**config.mk**
```make
export PLATFORM = sky130hd
export DESIGN_NAME = out_port_fifo
export DESIGN_NICKNAME = d
export VERILOG_FILES = /design/src/rtl/out_port_pkg.sv /design/src/rtl/out_port_fifo_ram.sv /design/src/rtl/out_port_fifo.sv
export SDC_FILE = /design/constraint.sdc
export NUM_CORES = 1
export LEC_CHECK = 0
export CAP_MARGIN = 20
export CORE_UTILIZATION = 52
export CTS_CLUSTER_DIAMETER = 120
export DETAILED_ROUTE_END_ITERATION = 10
export GPL_TIMING_DRIVEN = 1
export PLACE_DENSITY_LB_ADDON = 0.1
export SLEW_MARGIN = 5
export SYNTH_ARGS = -nofsm -noshare
export SYNTH_HDL_FRONTEND = slang
export SYNTH_SLANG_ARGS = --single-unit
```
**constraint.sdc**
```tcl
create_clock -name clock -period 2.4 [get_ports clock]
set_input_delay 0.72 -clock clock [delete_from_list [all_inputs] [get_ports clock]]
set_output_delay 0.72 -clock clock [all_outputs]
set_load 0.1 [all_outputs]
```
**src/rtl/out_port_pkg.sv**
```systemverilog
// rtl/out_port_pkg.sv - shared widths and depth for the processor output-port FIFO
package out_port_pkg;
  localparam int WORD_W         = 16;
  localparam int OUT_FIFO_DEPTH = 4;
  localparam int OUT_FIFO_PTR_W = $clog2(OUT_FIFO_DEPTH);
  localparam int OUT_FIFO_CNT_W = OUT_FIFO_PTR_W + 1;
endpackage

```
**src/rtl/out_port_fifo_ram.sv**
```systemverilog
// rtl/out_port_fifo_ram.sv - DEPTH x WIDTH storage, one write port, asynchronous read
// Ports:
//   clock, rst   : clock and asynchronous active-low reset (clears every entry)
//   we/waddr/wdata : synchronous write port
//   raddr/rdata  : combinational read port
module out_port_fifo_ram #(
  parameter int WIDTH = 16,
  parameter int DEPTH = 4,
  parameter int PTR_W = 2
) (
  input  logic             clock,
  input  logic             rst,
  input  logic             we,
  input  logic [PTR_W-1:0] waddr,
  input  logic [WIDTH-1:0] wdata,
  input  logic [PTR_W-1:0] raddr,
  output logic [WIDTH-1:0] rdata
);

  logic [WIDTH-1:0] r_mem [DEPTH];

  // Entries are cleared so the head word reads as 0, never X, after reset.
  always_ff @(posedge clock or negedge rst) begin
    if (!rst) begin
      for (int i = 0; i < DEPTH; i++) begin
        r_mem[i] <= '0;
      end
    end else if (we) begin
      r_mem[waddr] <= wdata;
    end
  end

  assign rdata = r_mem[raddr];

endmodule

```
**src/rtl/out_port_fifo.sv**
```systemverilog
// rtl/out_port_fifo.sv - output-port FIFO between processor stores and an external consumer
// Ports:
//   clock, rst        : clock and asynchronous active-low reset
//   write_out, wr_en  : processor store data and one-cycle push strobe
//   dout, dout_valid  : head-of-queue word and its presence
//   dout_ready        : consumer accepts dout this cycle
//   full, empty, count: occupancy status
//   overflow, ovf_clr : sticky dropped-write flag and its clear
// Build option: OUT_PORT_FIFO_OVF_EN enables the overflow flag; otherwise it is
// tied to 0 and ovf_clr is ignored.
module out_port_fifo
  import out_port_pkg::*;
#(
  parameter int WIDTH = WORD_W,
  parameter int DEPTH = OUT_FIFO_DEPTH
) (
  input  logic                     clock,
  input  logic                     rst,
  input  logic [WIDTH-1:0]         write_out,
  input  logic                     wr_en,
  output logic [WIDTH-1:0]         dout,
  output logic                     dout_valid,
  input  logic                     dout_ready,
  output logic                     full,
  output logic                     empty,
  output logic [$clog2(DEPTH):0]   count,
  output logic                     overflow,
  input  logic                     ovf_clr
);

  localparam int PTR_W = $clog2(DEPTH);
  localparam int CNT_W = PTR_W + 1;

  logic [PTR_W-1:0] r_wr_ptr;
  logic [PTR_W-1:0] r_rd_ptr;
  logic [CNT_W-1:0] r_count;
  logic             w_push;
  logic             w_pop;
  logic             w_drop;

  assign empty      = (r_count == '0);
  assign full       = (r_count == CNT_W'(DEPTH));
  assign dout_valid = !empty;
  assign count      = r_count;

  // A pop frees the slot the push needs, so a full queue still accepts a word
  // when the consumer takes one in the same cycle.
  assign w_pop  = dout_valid && dout_ready;
  assign w_push = wr_en && (!full || w_pop);
  assign w_drop = wr_en && full && !w_pop;

  // DEPTH is a power of two, so natural pointer overflow gives the wrap.
  always_ff @(posedge clock or negedge rst) begin
    if (!rst) begin
      r_wr_ptr <= '0;
      r_rd_ptr <= '0;
      r_count  <= '0;
    end else begin
      if (w_push) r_wr_ptr <= r_wr_ptr + PTR_W'(1);
      if (w_pop)  r_rd_ptr <= r_rd_ptr + PTR_W'(1);
      if (w_push && !w_pop)      r_count <= r_count + CNT_W'(1);
      else if (w_pop && !w_push) r_count <= r_count - CNT_W'(1);
    end
  end

  out_port_fifo_ram #(
    .WIDTH (WIDTH),
    .DEPTH (DEPTH),
    .PTR_W (PTR_W)
  ) u_ram (
    .clock (clock),
    .rst   (rst),
    .we    (w_push),
    .waddr (r_wr_ptr),
    .wdata (write_out),
    .raddr (r_rd_ptr),
    .rdata (dout)
  );

`ifdef OUT_PORT_FIFO_OVF_EN
  logic r_overflow;

  // Setting wins over a coincident clear so no dropped write goes unreported.
  always_ff @(posedge clock or negedge rst) begin
    if (!rst) begin
      r_overflow <= 1'b0;
    end else if (w_drop) begin
      r_overflow <= 1'b1;
    end else if (ovf_clr) begin
      r_overflow <= 1'b0;
    end
  end

  assign overflow = r_overflow;
`else
  logic w_drop_unused;
  assign w_drop_unused = w_drop;
  // ovf_clr is masked to keep the port list identical across builds.
  assign overflow = ovf_clr & w_drop_unused & 1'b0;
`endif

endmodule

```
==> impl_metrics.env, run 1 <==
export IMPL_critical_path_startpoint_type="flip-flop"
export IMPL_dieArea_um2=6490
export IMPL_clkLatencyLatePin_ps=340
export IMPL_synth_top_cell_by_area="dfrtp_1"
export IMPL_die_w_um=80.5
export IMPL_yosysTopAreaCellShare_pct=55.4
export IMPL_synth_commonest_cells="dfrtp_1, mux2_2, mux4_2"
export IMPL_drv_slew=0
export IMPL_setup_viol=0
export IMPL_fmax_mhz=419
export IMPL_cts_max_path_buffers=2
export IMPL_cts_buffers=9
export IMPL_skew_ps=6.49
export IMPL_r2r_slack_ps=240
export IMPL_synth_nets=221
export IMPL_place_hpwl_um=4380
export IMPL_synth_main_ff_cell="dfrtp_1"
export IMPL_min_path_type="in -> async"
export IMPL_drt_iter0_drc=78
export IMPL_outcome="finished clean"
export IMPL_gp_congestion=0.796
export IMPL_drc=0
export IMPL_crit_path_end_kind="output pin"
export IMPL_cts_tree="done"
export IMPL_cts_root_buf="clkbuf_8"
export IMPL_netlist_top_cells_area="dfrtp_1, mux2_2, mux4_2"
export IMPL_synth_edf_count=0
export IMPL_wl_um=6390
export IMPL_overflow=0
export IMPL_grt_pass1_vias=2166
export IMPL_die_y_um=80.5
export IMPL_synth_seq_area_share_pct=55.4
export IMPL_syn_area_per_cell_um2=16.5
export IMPL_fillerInstances=405
export IMPL_routedWlPerCell_um=19.5
export IMPL_period_share_pct=99.5
export IMPL_clock_sinks=71
export IMPL_num_rows=28
export IMPL_fin_crit_ps=2390
export IMPL_ctsHoldBuffers=0
export IMPL_grt_setup_unrepaired="true"
export IMPL_grt_pass1_wl_um=10500
export IMPL_hold_violations=0
export IMPL_path_clk_slew_ps=70
export IMPL_diodes=0
export IMPL_ios=44
export IMPL_maxCapViolCount=0
export IMPL_vias=1834
export IMPL_grt_start_max_net_pins=72
export IMPL_core_um2=5920
export IMPL_via_per_inst=5.61
export IMPL_critPathMaxFanout=9
export IMPL_synth_warnings=0
export IMPL_slew_headroom_pct=59.1
export IMPL_synthArstFlopShare_pct=100
export IMPL_layout_drive_gt1_share_pct=57.9
export IMPL_ant_nets=0
export IMPL_postCtsSetupBuffers=0
export IMPL_final_nets=275
export IMPL_first_pass_iters=4
export IMPL_worst_ep_required_time_ps=1680
export IMPL_critical_path_class="reg -> out"
export IMPL_worst_pin_slew_ps=612
export IMPL_track_usage_pct=22.8
export IMPL_post_synth_top_count_cell="dfrtp_1"
export IMPL_fin_tns_setup_ps=0
export IMPL_start_util_pct=54.2
export IMPL_crit_arrival_ps=1670
export IMPL_portBuffers=41
export IMPL_synthDistinctLibCells=22
export IMPL_areaGrowthSynthToFinish_pct=31.0
export IMPL_ys_ff_latch=71
export IMPL_synthCells=194
export IMPL_netlist_area_um2=3210
export IMPL_ctsHtreeMaxLevel=3
export IMPL_antenna_found_initial=0
sequential cells by signal (all words and copies together), names as in the netlist:
signal	cells
r_wr_ptr	2
count	3
r_rd_ptr	2
u_ram.r_mem	64
worst paths after layout:
| path | from | to | cells past startpoint |
|---|---|---|---|
| setup / recovery | r_rd_ptr[0] | dout[11] | 3 |
| hold / removal | rst | u_ram.r_mem[23] | 2 |
| setup reg to reg | count[0] | count[2] | 8 |
| hold reg to reg | u_ram.r_mem[35] | u_ram.r_mem[35] | 1 |
| max in group asynchronous | rst | count[1] | 2 |
| min in group clock | u_ram.r_mem[35] | u_ram.r_mem[35] | 1 |
layer usage:
layer	up-vias	GRT usage (%)	wire length, um
met1	971	26.2	2470
li1	813	-	-
met3	11	4.89	236
met2	39	40.1	3560
met5	-	0	0
met4	0	11.4	118
final cells by class:
class | count | area, um2 | share of cell area, %
Sequential cell | 71 | 1790 | 42.6
Multi-Input combinational cell | 110 | 1400 | 33.3
Timing Repair Buffer | 52 | 693 | 16.5
Clock buffer | 9 | 124 | 2.95
Tap cell | 75 | 93.8 | 2.23
Clock inverter | 6 | 86.3 | 2.05
Inverter | 4 | 18.8 | 0.447
per-stage QoR:
step | area [um2] | hold WS (ps) | worst slack, ps | util [%] | std cells
finish | 4200 | 405 | 10.8 | 71.0 | 327
global placement | 3960 | 483 | -415 | 66.9 | 312
global route | 4200 | 437 | -48.3 | 71.0 | 327
detailed placement | 3960 | 493 | -463 | 66.9 | 312
CTS | 4190 | 416 | -33.9 | 70.8 | 327
floorplan | 3260 | 424 | 7.92 | - | 194
cell families (layout without fill, tap and decap cells):
logic type	after synthesis	after routing	share of synthesized area (%)
flip-flops	71	71	55.4
adder cells (fa/ha/maj)	6	6	2.57
other	1	1	0.117
XOR/XNOR	6	6	1.64
multiplexers	82	82	34.4
AND/OR/NAND/NOR	15	15	3.12
buffers and inverters	13	71	2.77
worst max-delay path, cell delays in order, from the launching register on:
cell and delay [ps]:
dfrtp_1 390, buf_6 200, mux4_2 560, buf_12 190
placed cells by master, fill, tap and decap left out, drive strengths merged, types with 2 or more instances in the layout:
| cell | synthesis | layout |
|---|---|---|
| mux4 | 16 | 16 |
| clkdlybuf4s50 | 0 | 17 |
| clkbuf | 2 | 9 |
| clkinv | 0 | 3 |
| xnor2 | 4 | 4 |
| dfrtp | 71 | 71 |
| nand2 | 5 | 5 |
| mux2 | 66 | 66 |
| buf | 7 | 34 |
| clkinvlp | 0 | 2 |
| nor2 | 5 | 5 |
| bufinv | 0 | 2 |
| ha | 5 | 5 |
| inv | 4 | 3 |
| xor2 | 2 | 2 |
what timing repair did:
item / 4_1_cts / 5_1_grt
resized for setup: 5 / 3
gates cloned: 0 / 0
endpoints found under the setup margin: 78 / 15
Power of run 1 is left out: the tool's default activity adds up to more than one toggle a clock period on the data nets, which glitch-free logic cannot reach.
==> run 2, diff against run 1 <==
CTS_BUF_LIST = sky130_fd_sc_hd__clkbuf_16   (was not set)
==> impl_metrics.env, run 2 (synthesis gave the netlist of run 1 again) <==
export IMPL_antenna_found_initial=0
export IMPL_routedWlPerCell_um=19.6
export IMPL_first_pass_iters=4
export IMPL_layout_drive_gt1_share_pct=57.9
export IMPL_gp_congestion=0.796
export IMPL_grt_setup_unrepaired="true"
export IMPL_fillerInstances=387
export IMPL_clkLatencyLatePin_ps=330
export IMPL_critical_path_class="reg -> out"
export IMPL_place_hpwl_um=4380
export IMPL_path_cells="buf_6, mux4_2, buf_12"
export IMPL_cts_root_buf="clkbuf_16"
export IMPL_slew_headroom_pct=61.6
export IMPL_via_per_inst=5.65
export IMPL_grt_pass1_vias=2163
export IMPL_cts_tree="done"
export IMPL_skew_ps=4.59
export IMPL_period_share_pct=99.7
export IMPL_fmax_mhz=418
export IMPL_fin_ws_ps=7.76
export IMPL_critPathMaxFanout=9
export IMPL_top_register="u_ram.r_mem"
export IMPL_ctsHtreeMaxLevel=3
export IMPL_hold_ws_ps=421
export IMPL_areaGrowthSynthToFinish_pct=34.1
export IMPL_critical_path_startpoint_type="flip-flop"
export IMPL_cpMaxStageDelayCell="mux4_2"
export IMPL_ant_nets=0
export IMPL_pre_cts_ws_ps=-463
export IMPL_hold_violations=0
export IMPL_layout_commonest_cell="dfrtp_1"
export IMPL_worst_ep_required_time_ps=1680
export IMPL_drv_slew=0
export IMPL_finalInstanceArea_um2=4300
export IMPL_overflow=0
export IMPL_vias=1849
export IMPL_postCtsSetupBuffers=0
export IMPL_min_path_type="in -> async"
export IMPL_dieArea_um2=6490
export IMPL_start_util_pct=54.2
export IMPL_core_um2=5920
export IMPL_num_rows=28
export IMPL_grt_start_max_net_pins=72
export IMPL_portBuffers=41
export IMPL_clock_sinks=71
export IMPL_crit_path_end_kind="output pin"
export IMPL_wl_um=6420
export IMPL_maxCapViolCount=0
export IMPL_largest_reg_flops=64
export IMPL_track_usage_pct=23.2
export IMPL_cts_buffers=9
export IMPL_cts_max_path_buffers=2
export IMPL_postLayoutCoreUtil_pct=72.7
export IMPL_diodes=0
export IMPL_ios=44
export IMPL_die_w_um=80.5
export IMPL_die_y_um=80.5
export IMPL_final_nets=275
export IMPL_worst_pin_slew_ps=574
export IMPL_crit_family="multiplexers"
export IMPL_grt_pass1_wl_um=10700
export IMPL_place_area_um2=3960
export IMPL_fin_crit_ps=2390
export IMPL_crit_buf_inv=2
export IMPL_drt_iter0_drc=92
export IMPL_path_clk_slew_ps=50
export IMPL_critPathMaxStageDelay_ps=560
export IMPL_outcome="finished clean"
export IMPL_crit_arrival_ps=1670
export IMPL_drc=0
export IMPL_final_cell_mix="dfrtp_1, mux2_2, buf_12, clkdlybuf4s50_1, mux4_2"
export IMPL_setup_viol=0
## run 2: cell types whose count changed in the layout (fill, tap and decap cells not counted)
| cell | delta |
|---|---|
| clkbuf_16 | +9 |
| clkbuf_8 | -9 |
## run 2: worst paths after layout
| path | from | endpoint | slack [ps] | cells after the start |
|---|---|---|---|---|
| min in group clock | u_ram.r_mem[35] | u_ram.r_mem[35] | 500 | 1 |
| worst min-delay path | rst | u_ram.r_mem[23] | 420 | 2 |
| worst min register to register | u_ram.r_mem[35] | u_ram.r_mem[35] | 500 | 1 |
| worst max-delay path | r_rd_ptr[0] | dout[11] | 8 | 3 |
| worst max register to register | count[0] | count[2] | 250 | 8 |
| max in group asynchronous | rst | count[1] | 1670 | 2 |
## run 2: what timing repair did
action,in CTS,in global routing
hold endpoints to repair,0,0
endpoints found under the setup margin,66,15
gates resized for setup,5,3
hold buffers,0,0
## run 2: final cells by class
class,instances,area (um2),share of cell area (%)
Clock inverter,6,86.3,2.01
Tap cell,75,93.8,2.18
Clock buffer,9,225,5.23
Multi-Input combinational cell,110,1400,32.5
Timing Repair Buffer,52,693,16.1
Sequential cell,71,1790,41.6
Inverter,4,18.8,0.436
## run 2: per-stage QoR
step / std cells / setup TNS [ps]
floorplan: 194 / 0
global placement: 312 / -26940
detailed placement: 312 / -27730
CTS: 327 / -2.89
global route: 327 / -407
finish: 327 / 0
## run 2: metal layers
layer	routed length (um)	GRT usage, %	vias to the layer above	part of all wire (%)
met4	96	9.46	0	1.5
met1	2460	26.2	993	38
met2	3630	41.3	36	57
met5	0	0	-	0
li1	-	-	810	-
met3	225	6.14	10	3.5
Power of run 2 is left out for the same reason.
